### src/rtl/im_pkg.sv
// im_pkg: shared constants and enums for the instruction-memory arbiter.
//   IM_BASE  - byte address of instruction RAM word 0 (MIPS text base)
//   IM_DEPTH - RAM depth in 32-bit words (power of two)
//   IM_AW    - word index width, log2(IM_DEPTH)
//   req_e    - requester identity (fetch stage / program loader)
//   state_e  - arbiter top-level state
package im_pkg;

  localparam logic [31:0] IM_BASE  = 32'h0000_3000;
  localparam int unsigned IM_DEPTH = 4096;
  localparam int unsigned IM_AW    = 12;

  typedef enum logic {
    REQ_FETCH = 1'b0,
    REQ_LOAD  = 1'b1
  } req_e;

  typedef enum logic {
    ST_CLEAR = 1'b0,
    ST_RUN   = 1'b1
  } state_e;

endpackage

### src/rtl/im_arbiter_if.sv
// im_arbiter_if: bundles the fetch port, loader port, RAM macro port and the
// busy flag of im_arbiter.
//   slave  - arbiter view: takes requests and ram_rdata, drives grants,
//            responses, the RAM command and busy
//   master - requester/RAM side view (fetch stage, loader, RAM macro)
interface im_arbiter_if #(
  parameter int unsigned AW = im_pkg::IM_AW
);

  // fetch stage (read-only)
  logic          f_req;
  logic [31:0]   f_addr;
  logic          f_gnt;
  logic          f_rvalid;
  logic [31:0]   f_rdata;
  logic          f_err;

  // program loader / debug port
  logic          l_req;
  logic          l_we;
  logic [31:0]   l_addr;
  logic [31:0]   l_wdata;
  logic          l_gnt;
  logic          l_rvalid;
  logic [31:0]   l_rdata;
  logic          l_err;

  // single-ported synchronous RAM macro
  logic          ram_en;
  logic          ram_we;
  logic [AW-1:0] ram_addr;
  logic [31:0]   ram_wdata;
  logic [31:0]   ram_rdata;

  logic          busy;

  modport slave (
    input  f_req, f_addr,
    output f_gnt, f_rvalid, f_rdata, f_err,
    input  l_req, l_we, l_addr, l_wdata,
    output l_gnt, l_rvalid, l_rdata, l_err,
    output ram_en, ram_we, ram_addr, ram_wdata,
    input  ram_rdata,
    output busy
  );

  modport master (
    output f_req, f_addr,
    input  f_gnt, f_rvalid, f_rdata, f_err,
    output l_req, l_we, l_addr, l_wdata,
    input  l_gnt, l_rvalid, l_rdata, l_err,
    input  ram_en, ram_we, ram_addr, ram_wdata,
    output ram_rdata,
    input  busy
  );

endinterface

### src/rtl/im_addr_map.sv
// im_addr_map: combinational MIPS byte address -> RAM word index decode.
//   addr - byte address
//   ok   - word aligned and inside [BASE, BASE + 4*DEPTH)
//   idx  - word index (addr - BASE) / 4, meaningful only when ok
module im_addr_map #(
  parameter logic [31:0] BASE  = im_pkg::IM_BASE,
  parameter int unsigned DEPTH = im_pkg::IM_DEPTH,
  parameter int unsigned AW    = im_pkg::IM_AW
) (
  input  logic [31:0]   addr,
  output logic          ok,
  output logic [AW-1:0] idx
);

  // 33-bit bounds so a region ending at the top of the address space cannot wrap
  localparam logic [32:0] LO = {1'b0, BASE};
  localparam logic [32:0] HI = {1'b0, BASE} + (33'(DEPTH) << 2);

  logic [32:0] a33;

  assign a33 = {1'b0, addr};
  assign ok  = (addr[1:0] == 2'b00) && (a33 >= LO) && (a33 < HI);
  assign idx = AW'((addr - BASE) >> 2);

endmodule

### src/rtl/im_arbiter.sv
// im_arbiter: shares the single-ported instruction RAM between the fetch stage
// (read-only) and the program loader (read/write).
//   clk, reset - clock, asynchronous active-high reset
//   bus        - im_arbiter_if.slave: fetch and loader req/gnt/response ports,
//                RAM command/read-data port, busy
// After every reset the RAM is zero-filled (DEPTH cycles, busy=1) before any
// grant. Grants are combinational, round-robin under contention; responses
// arrive exactly one cycle after the grant.
module im_arbiter
  import im_pkg::*;
#(
  parameter logic [31:0] BASE  = IM_BASE,
  parameter int unsigned DEPTH = IM_DEPTH,
  parameter int unsigned AW    = IM_AW
) (
  input logic         clk,
  input logic         reset,
  im_arbiter_if.slave bus
);

  localparam logic [AW:0] CLR_LAST = (AW+1)'(DEPTH - 1);

  state_e        state;
  logic [AW:0]   clr_cnt;
  req_e          rr_last;
  logic          rsp_valid;
  req_e          rsp_owner;
  logic          rsp_err;
  logic          rsp_rd;

  logic          f_ok;
  logic [AW-1:0] f_idx;
  logic          l_ok;
  logic [AW-1:0] l_idx;
  logic          run;
  logic          f_win;
  logic          l_win;
  logic          f_rsp;
  logic          l_rsp;

  im_addr_map #(.BASE(BASE), .DEPTH(DEPTH), .AW(AW)) u_fmap (
    .addr (bus.f_addr),
    .ok   (f_ok),
    .idx  (f_idx)
  );

  im_addr_map #(.BASE(BASE), .DEPTH(DEPTH), .AW(AW)) u_lmap (
    .addr (bus.l_addr),
    .ok   (l_ok),
    .idx  (l_idx)
  );

  assign run = (state == ST_RUN);

  // The requester opposite rr_last wins a contention; grants never depend on gnt.
  assign f_win = run && bus.f_req && (!bus.l_req || (rr_last == REQ_LOAD));
  assign l_win = run && bus.l_req && (!bus.f_req || (rr_last == REQ_FETCH));

  assign bus.f_gnt = f_win;
  assign bus.l_gnt = l_win;
  assign bus.busy  = !run;

  always_comb begin
    bus.ram_en    = 1'b0;
    bus.ram_we    = 1'b0;
    bus.ram_addr  = '0;
    bus.ram_wdata = '0;
    // Clear writes are gated by reset so the RAM stays idle while reset is held.
    if ((state == ST_CLEAR) && !reset) begin
      bus.ram_en   = 1'b1;
      bus.ram_we   = 1'b1;
      bus.ram_addr = clr_cnt[AW-1:0];
    end else if (f_win && f_ok) begin
      bus.ram_en    = 1'b1;
      bus.ram_addr  = f_idx;
      bus.ram_wdata = bus.l_wdata;
    end else if (l_win && l_ok) begin
      bus.ram_en    = 1'b1;
      bus.ram_we    = bus.l_we;
      bus.ram_addr  = l_idx;
      bus.ram_wdata = bus.l_wdata;
    end
  end

  always_ff @(posedge clk or posedge reset) begin
    if (reset) begin
      state     <= ST_CLEAR;
      clr_cnt   <= '0;
      rr_last   <= REQ_LOAD;
      rsp_valid <= 1'b0;
      rsp_owner <= REQ_FETCH;
      rsp_err   <= 1'b0;
      rsp_rd    <= 1'b0;
    end else begin
      case (state)
        ST_CLEAR: begin
          rsp_valid <= 1'b0;
          clr_cnt   <= clr_cnt + 1'b1;
          if (clr_cnt == CLR_LAST) state <= ST_RUN;
        end
        ST_RUN: begin
          rsp_valid <= f_win || l_win;
          if (f_win) begin
            rr_last   <= REQ_FETCH;
            rsp_owner <= REQ_FETCH;
            rsp_err   <= !f_ok;
            rsp_rd    <= f_ok;
          end else if (l_win) begin
            rr_last   <= REQ_LOAD;
            rsp_owner <= REQ_LOAD;
            rsp_err   <= !l_ok;
            rsp_rd    <= l_ok && !bus.l_we;
          end
        end
        default: state <= ST_CLEAR;
      endcase
    end
  end

  assign f_rsp = rsp_valid && (rsp_owner == REQ_FETCH);
  assign l_rsp = rsp_valid && (rsp_owner == REQ_LOAD);

  assign bus.f_rvalid = f_rsp;
  assign bus.f_err    = f_rsp && rsp_err;
  assign bus.f_rdata  = (f_rsp && rsp_rd) ? bus.ram_rdata : '0;
  assign bus.l_rvalid = l_rsp;
  assign bus.l_err    = l_rsp && rsp_err;
  assign bus.l_rdata  = (l_rsp && rsp_rd) ? bus.ram_rdata : '0;

endmodule

### src/flat_wrapper.sv
// flat-port wrapper written by rule: the top's interface ports become plain ports
module im_arbiter_flat import im_pkg::*;
#(
  parameter logic [31:0] BASE  = IM_BASE,
  parameter int unsigned DEPTH = IM_DEPTH,
  parameter int unsigned AW    = IM_AW
)
  (clk, reset, bus_f_req, bus_f_addr, bus_f_gnt, bus_f_rvalid, bus_f_rdata, bus_f_err, bus_l_req, bus_l_we, bus_l_addr, bus_l_wdata, bus_l_gnt, bus_l_rvalid, bus_l_rdata, bus_l_err, bus_ram_en, bus_ram_we, bus_ram_addr, bus_ram_wdata, bus_ram_rdata, bus_busy);
  im_arbiter_if #(.AW(AW)) bus_i ();
  input logic clk;
  input logic reset;
  input wire logic [$bits(bus_i.f_req)-1:0] bus_f_req;
  input wire logic [$bits(bus_i.f_addr)-1:0] bus_f_addr;
  output wire logic [$bits(bus_i.f_gnt)-1:0] bus_f_gnt;
  output wire logic [$bits(bus_i.f_rvalid)-1:0] bus_f_rvalid;
  output wire logic [$bits(bus_i.f_rdata)-1:0] bus_f_rdata;
  output wire logic [$bits(bus_i.f_err)-1:0] bus_f_err;
  input wire logic [$bits(bus_i.l_req)-1:0] bus_l_req;
  input wire logic [$bits(bus_i.l_we)-1:0] bus_l_we;
  input wire logic [$bits(bus_i.l_addr)-1:0] bus_l_addr;
  input wire logic [$bits(bus_i.l_wdata)-1:0] bus_l_wdata;
  output wire logic [$bits(bus_i.l_gnt)-1:0] bus_l_gnt;
  output wire logic [$bits(bus_i.l_rvalid)-1:0] bus_l_rvalid;
  output wire logic [$bits(bus_i.l_rdata)-1:0] bus_l_rdata;
  output wire logic [$bits(bus_i.l_err)-1:0] bus_l_err;
  output wire logic [$bits(bus_i.ram_en)-1:0] bus_ram_en;
  output wire logic [$bits(bus_i.ram_we)-1:0] bus_ram_we;
  output wire logic [$bits(bus_i.ram_addr)-1:0] bus_ram_addr;
  output wire logic [$bits(bus_i.ram_wdata)-1:0] bus_ram_wdata;
  input wire logic [$bits(bus_i.ram_rdata)-1:0] bus_ram_rdata;
  output wire logic [$bits(bus_i.busy)-1:0] bus_busy;
  assign bus_i.f_req = bus_f_req;
  assign bus_i.f_addr = bus_f_addr;
  assign bus_f_gnt = bus_i.f_gnt;
  assign bus_f_rvalid = bus_i.f_rvalid;
  assign bus_f_rdata = bus_i.f_rdata;
  assign bus_f_err = bus_i.f_err;
  assign bus_i.l_req = bus_l_req;
  assign bus_i.l_we = bus_l_we;
  assign bus_i.l_addr = bus_l_addr;
  assign bus_i.l_wdata = bus_l_wdata;
  assign bus_l_gnt = bus_i.l_gnt;
  assign bus_l_rvalid = bus_i.l_rvalid;
  assign bus_l_rdata = bus_i.l_rdata;
  assign bus_l_err = bus_i.l_err;
  assign bus_ram_en = bus_i.ram_en;
  assign bus_ram_we = bus_i.ram_we;
  assign bus_ram_addr = bus_i.ram_addr;
  assign bus_ram_wdata = bus_i.ram_wdata;
  assign bus_i.ram_rdata = bus_ram_rdata;
  assign bus_busy = bus_i.busy;
  im_arbiter #(.BASE(BASE), .DEPTH(DEPTH), .AW(AW)) u_core (.clk(clk), .reset(reset), .bus(bus_i));
endmodule
### config.mk
export PLATFORM = sky130hd
export DESIGN_NAME = im_arbiter_flat
export DESIGN_NICKNAME = d
export VERILOG_FILES = /design/src/rtl/im_pkg.sv /design/src/rtl/im_arbiter_if.sv /design/src/rtl/im_addr_map.sv /design/src/rtl/im_arbiter.sv /design/src/flat_wrapper.sv
export SDC_FILE = /design/constraint.sdc
export NUM_CORES = 1
export LEC_CHECK = 0
export CORE_AREA = 2 2 96 98
export CTS_CLUSTER_SIZE = 10
export DETAILED_ROUTE_END_ITERATION = 10
export DIE_AREA = 0 0 98 100
export PLACE_DENSITY_LB_ADDON = 0.05
export SYNTH_ARGS = -nofsm -noshare
export SYNTH_HDL_FRONTEND = slang
export SYNTH_SLANG_ARGS = --single-unit
### constraint.sdc
create_clock -name clk -period 2.7 [get_ports clk]
set_input_delay 0.675 -clock clk [delete_from_list [all_inputs] [get_ports clk]]
set_output_delay 0.675 -clock clk [all_outputs]
set_load 0.02 [all_outputs]
==> Word-level counts from Yosys, hierarchy flattened <==
Cells that the tools add are included.
{ "classes": {"addsub": 3, "magnitude_cmp": 4, "n_eq_ne": 1, "muxes": 23, "bitwise": 3, "reduce_logical": 32} }
{ "op_table": {"columns": ["cell", "count"], "rows": [
  ["2-to-1 mux 32 bit", 5],
  [">= comparator 32 x 14 -> 1 bit, second input constant", 2],
  ["< comparator 32 x 15 -> 1 bit, second input constant", 2],
  ["2-to-1 mux 12 bit", 3],
  ["subtractor 14 bit, second input constant", 2],
  ["logical AND 1 bit", 18],
  ["2-to-1 mux 1 bit", 14],
  ["adder 13 x 1 -> 13 bit, second input constant", 1],
  ["== test 13 x 12 -> 1 bit, second input constant", 1],
  ["logical NOT 1 bit", 7],
  ["logical NOT 2 bit", 2],
  ["logical OR 1 bit", 3],
  ["NOT 1 bit", 3],
  ["case mux 1 bit (2 select lines)", 1],
  ["AND reduction 2 bit", 1],
  ["nonzero test 2 bit", 1]
]} }
{ "totals": {"reg_bits": 19, "input_bits": 133, "output_inout_bits": 117} }

==> Longest topological paths before layout <==
{ "depth": {"word_depth": 7, "ltp_mapped": 7, "mapped_depth_nobuf": 5} }

==> By module <==
A second synthesis with hierarchy kept.
{ "unflattened": {"cells_unflattened": 268, "area_unflattened_um2": 2178.3} }
{ "modules_own_cells": {"columns": ["mod", "n_inst", "cells_per_inst", "area_each_um2"], "rows": [
  ["im_arbiter", 1, 226, 1865.5],
  ["im_addr_map", 2, 21, 156.4]
]} }

==> Worst setup path after synthesis <==
OpenSTA, ideal clock, no wires.
{ "synth_path": {"kind": "input port to output port", "startpoint": "in bus_l_addr[0]", "endpoint": "out bus_ram_addr[11]", "t_arrival_ns": 2.142, "required_time_ns": 2.025, "slack_ns": -0.117, "cell_stages": 4, "n_path_buf": 0, "cell_sequence": "or4_4 nor2_4 nand3_1 o21ai_0"} }
{ "synth_via": {"elab_chain_len": 7} }
{ "synth_rtl": {"columns": ["item", "line", "text"], "rows": [
  ["from (decl)", "flat_wrapper.sv:20", "input wire logic [$bits(bus_i.l_addr)-1:0] bus_l_addr;"],
  [">= comparator 32 x 14 -> 1 bit / logical NOT 2 bit (equally long branches)", "im_addr_map.sv:22", "assign ok = (addr[1:0] == 2'b00) && (a33 >= LO) && (a33 < HI);"],
  ["logical AND 1 bit (2 in series)", "im_addr_map.sv:22", null],
  ["logical AND 1 bit", "im_arbiter.sv:77", "end else if (l_win && l_ok) begin"],
  ["2-to-1 mux 12 bit (*)", "im_arbiter.sv:77", null],
  ["2-to-1 mux 12 bit (*)", "im_arbiter.sv:73", "end else if (f_win && f_ok) begin"],
  ["2-to-1 mux 12 bit (*)", "im_arbiter.sv:69", "if ((state == ST_CLEAR) && !reset) begin"],
  ["to (decl)", "flat_wrapper.sv:28", "output wire logic [$bits(bus_i.ram_addr)-1:0] bus_ram_addr;"]
]} }
Every way passes the cells marked *; elsewhere a longest branch is shown, timed or not.

==> Worst setup path in the final report <==
{ "layout_path": {"startpoint": "in bus_l_addr[0]", "endpoint": "out bus_ram_wdata[14]"} }
{ "layout_via": {"elab_chain_len": 7} }
{ "layout_rtl": {"columns": ["item", "line", "text"], "rows": [
  [">= comparator 32 x 14 -> 1 bit / logical NOT 2 bit (equally long branches)", "im_addr_map.sv:22", null],
  ["logical AND 1 bit", "im_addr_map.sv:22", null],
  ["logical AND 1 bit (*)", "im_addr_map.sv:22", null],
  ["logical AND 1 bit (*)", "im_arbiter.sv:77", null],
  ["2-to-1 mux 32 bit (*)", "im_arbiter.sv:77", null],
  ["2-to-1 mux 32 bit (*)", "im_arbiter.sv:73", null],
  ["2-to-1 mux 32 bit (*)", "im_arbiter.sv:69", null],
  ["to (decl)", "flat_wrapper.sv:29", "output wire logic [$bits(bus_i.ram_wdata)-1:0] bus_ram_wdata;"]
]} }
Marks and branches as above.

==> impl_table.tex <==
\begin{tabular}{lr}
\hline
Metric & Value \\
\hline
\multicolumn{2}{l}{\textbf{Status}} \\
Outcome & complete, but fails checks \\
Violated checks & setup timing \\
\multicolumn{2}{l}{\textbf{Setup path}} \\
Setup crit start kind & input port \\
Data required time of the critical path & 2.03 ns \\
Worst Path Max Fanout & 8 \\
Capturing element type of the critical path & output pin \\
Number of stages on the worst setup path & 8 \\
Setup crit start & bus\_l\_addr[0] \\
Crit path cell chain & buf\_6 > or4\_4 > nor2\_4 > a32o\_2 > buf\_6 > buf\_16 > and2\_4 > buf\_6 \\
Buf+Inv Stages, Crit Path & 4 \\
Worst reg2reg endpoint & u\_core.rsp\_err \\
Worst reg2reg setup slack & 0.92 ns \\
Depth of the most critical reg-to-reg path & 7 \\
Critical Path AT & 2.21 ns \\
Most frequent CP cell & sky130\_fd\_sc\_hd\_\_buf\_6 \\
Cell class contributing the biggest share of worst-path delay & simple AND/OR/NAND/NOR gates \\
Startpoint of the worst-slack reg-to-reg timing path & u\_core.rr\_last \\
Category of the critical setup timing path & input port to output pin \\
Largest stage delay on the critical path & 0.53 ns \\
Worst setup path end & bus\_ram\_wdata[14] \\
CP max stage cell & sky130\_fd\_sc\_hd\_\_or4\_4 \\
\multicolumn{2}{l}{\textbf{Clock tree}} \\
CTS Buffer Depth & 2 \\
Clock insertion delay at the later pin of the skew report & 0.25 ns \\
Clock-pin transition on the worst setup and hold timing paths & 0.07 ns \\
TritonCTS clock tree & built \\
CTS Hold Bufs & 0 \\
Clock sink count & 19 \\
Buffer type at the clock tree root & sky130\_fd\_sc\_hd\_\_clkbuf\_8 \\
Number of H-tree levels & 1 \\
Cts bufs inserted & 3 \\
\multicolumn{2}{l}{\textbf{Timing}} \\
Max-slew headroom at the worst pin & 69.2\% \\
Measured slew at the worst slew-check pin & 0.461 ns \\
Upper clock frequency limit & 347 MHz \\
Period utilization & 107\% \\
Tightest hold margin & 0.480 ns \\
Final Slew Violations & 0 \\
Total negative slack & -7.00 ns \\
Final-report setup violation count & 46 \\
Endpoints failing hold & 0 \\
Unrepaired setup endpoints after global routing & true \\
Minimum clock period & 2.88 ns \\
Skew final & 0.00563 ns \\
PnR worst setup slack & -0.184 ns \\
\multicolumn{2}{l}{\textbf{Power}} \\
Highest ir drop seen on vdd & 0.000140 V \\
Power density over cell area & 141 nW/um\^{}2 \\
Leakage power & 0.00236 uW \\
Sum of internal, switching and leakage power & 728 uW \\
\multicolumn{2}{l}{\textbf{Synthesis}} \\
Number of nets in the synthesized netlist & 389 \\
Share of synthesized area occupied by flip-flops and latches & 24.3\% \\
Leading area contributor after synthesis & sky130\_fd\_sc\_hd\_\_dfrtp\_1 \\
Number of flops mapped to enable cells by yosys & 0 \\
FF+latch count, synth & 19 \\
Avg Inst Size Synth & 7.75 sq um \\
Count of distinct cell types in the synthesized netlist & 35 \\
Top area cells in the synthesized netlist & sky130\_fd\_sc\_hd\_\_dfrtp\_1, sky130\_fd\_sc\_hd\_\_and2\_1, sky130\_fd\_sc\_hd\_\_and3\_1, sky130\_fd\_sc\_hd\_\_xnor2\_1, sky130\_fd\_sc\_hd\_\_a32oi\_1 \\
Post-synthesis cell count & 253 \\
Portion of synthesized cell area occupied by the leading cell type & 23.0\% \\
Most numerous cell in the Yosys netlist & sky130\_fd\_sc\_hd\_\_and2\_1 \\
Synth Flop Type & sky130\_fd\_sc\_hd\_\_dfrtp\_1 \\
Warning count from the yosys run & 0 \\
Summed instance area of the synthesized netlist & 1960 sq um \\
Share of async-settable or async-resettable flops after synthesis & 100\% \\
Commonest cells in the netlist & sky130\_fd\_sc\_hd\_\_and2\_1, sky130\_fd\_sc\_hd\_\_and3\_1, sky130\_fd\_sc\_hd\_\_dfrtp\_1 \\
\multicolumn{2}{l}{\textbf{Global route}} \\
Tot GR Track Use & 18.8\% \\
Wire length of the first global-routing pass & 15000 um \\
Via count of the first global-routing pass & 2865 \\
Maximum number of pins on one net before global-route repair & 34 \\
Antenna violations before repair & 1 \\
Global route overflow & 0 \\
\multicolumn{2}{l}{\textbf{Placement}} \\
Pre-CTS worst setup slack & -0.992 ns \\
Last weighted congestion value of the routability-driven placer & 0.823 \\
Half-perimeter wire length after detailed placement & 7910 um \\
IO Port Bufs & 249 \\
\multicolumn{2}{l}{\textbf{Detailed routing}} \\
Residual DRC & 0 \\
Number of vias per cell after detailed routing & 4.60 \\
Met2 Wirelength & 5520 um \\
Overall via count from detail\_route & 2962 \\
Routed Wire Length & 10000 um \\
Wire length per cell after detailed routing & 15.6 um \\
Met3 Wirelength & 821 um \\
Remaining antenna violation count after routing & 0 \\
First-pass iteration count of the detailed router & 4 \\
Highest routed layer & met4 \\
Initial drt markers & 42 \\
Detailed-route wire length on metal 1 & 3660 um \\
\multicolumn{2}{l}{\textbf{Floorplanning}} \\
Floorplan Core Area & 8890 sq um \\
Ports & 250 \\
Height of the chip & 100 um \\
Number of rows in the core area & 35 \\
Die W & 98 um \\
Die area & 9800 sq um \\
Effective utilization at floorplan & 22.1\% \\
\multicolumn{2}{l}{\textbf{Job}} \\
Maximum capacitance violations & 0 \\
\multicolumn{2}{l}{\textbf{Layout}} \\
Area used by multi-input combinational logic & 1620 sq um \\
Number of filler cells placed in the layout & 828 \\
Fraction of final layout cells with drive strength greater than 1 & 33.5\% \\
Net count of the finished layout & 669 \\
Area Growth Syn to Fin & 164\% \\
Layout Utilization & 58.2\% \\
Register Area & 477 sq um \\
\multicolumn{2}{l}{\textbf{Min path}} \\
Worst hold path type & flop to flop \\
\hline
\end{tabular}
kinds of logic (layout without fill, tap and decap cells):
family | count (synthesis) | after routing | synth area share, %
multiplexers | 1 | 1 | 0.574
AO/OA/AOI/OAI | 28 | 28 | 10.0
XOR/XNOR | 14 | 14 | 6.25
other | 0 | 1 | 0
adder cells (fa/ha/maj) | 3 | 3 | 1.91
buffers and inverters | 27 | 305 | 6.44
AND/OR/NAND/NOR | 161 | 162 | 50.5
flip-flops | 19 | 19 | 24.3
sequential cells by signal, indices dropped and copies added, names as in the netlist:
register          cells
u_core.rsp_valid      1
u_core.run            1
u_core.clr_cnt       13
u_core.rsp_rd         1
u_core.rr_last        1
u_core.rsp_err        1
u_core.rsp_owner      1
layout by cell type, fill, tap and decap left out, drive strengths merged, types with 2 or more instances in the layout:
cell type / synthesis / routed
dfrtp: 18 / 18
a31oi: 5 / 5
clkdlybuf4s50: 0 / 156
clkdlybuf4s15: 0 / 4
nor2b: 3 / 3
xor2: 2 / 2
ha: 3 / 3
nand2: 9 / 9
buf: 5 / 99
a32oi: 7 / 7
a21o: 3 / 3
clkbuf: 12 / 11
dlygate4sd2: 0 / 25
and2: 68 / 68
nor4: 7 / 7
nand3b: 2 / 2
xnor2: 12 / 12
and3: 37 / 37
and4: 4 / 4
o21ai: 9 / 9
nand4: 6 / 6
nand3: 11 / 12
nor2: 8 / 8
inv: 10 / 10
or4: 2 / 2
stage by stage:
step | cell area, sq um | instances
finish | 5180 | 644
global route | 5180 | 644
CTS | 5100 | 642
detailed placement | 4760 | 624
global placement | 4760 | 624
floorplan | 1990 | 253
worst min-delay path by stage:
stage                             from                  to  slack [ns]  depth (start not counted)
CTS                 u_core.clr_cnt[12]  u_core.clr_cnt[12]        0.48                          1
global placement    u_core.clr_cnt[12]  u_core.clr_cnt[12]        0.46                          1
finish              u_core.clr_cnt[12]  u_core.clr_cnt[12]        0.48                          1
detailed placement  u_core.clr_cnt[12]  u_core.clr_cnt[12]        0.46                          1
global route        u_core.clr_cnt[12]  u_core.clr_cnt[12]        0.50                          1
floorplan           u_core.clr_cnt[12]  u_core.clr_cnt[12]        0.44                          1
metal layers:
layer | global-route usage [%] | vias to the layer above
met4 | 1.18 | 0
li1 | - | 1451
met3 | 4.74 | 2
met2 | 37.2 | 134
met1 | 21.0 | 1375
met5 | 0 | -
report_power, final:
part           internal (uW)  switching [uW]  total (uW)
logic                    175            71.7         247
clock network            105            92.0         197
registers                285               0         285
repair_timing:
action | CTS | global route
endpoints found under the setup margin | 48 | 47
cloned | 5 | 0
gates resized for setup | 419 | 39
pin swaps | 63 | 18
buffers inserted | 10 | 4
final cells by class:
class / count / share of cell area [%]
multi-input cells: 208 / 31.3
inverters: 10 / 0.725
repair buffers: 291 / 55.2
well taps: 111 / 2.68
flip-flops and latches: 19 / 9.21
diodes: 1 / 0.0483
clock buffers: 4 / 0.870
(Power assumes the default switching activity.)
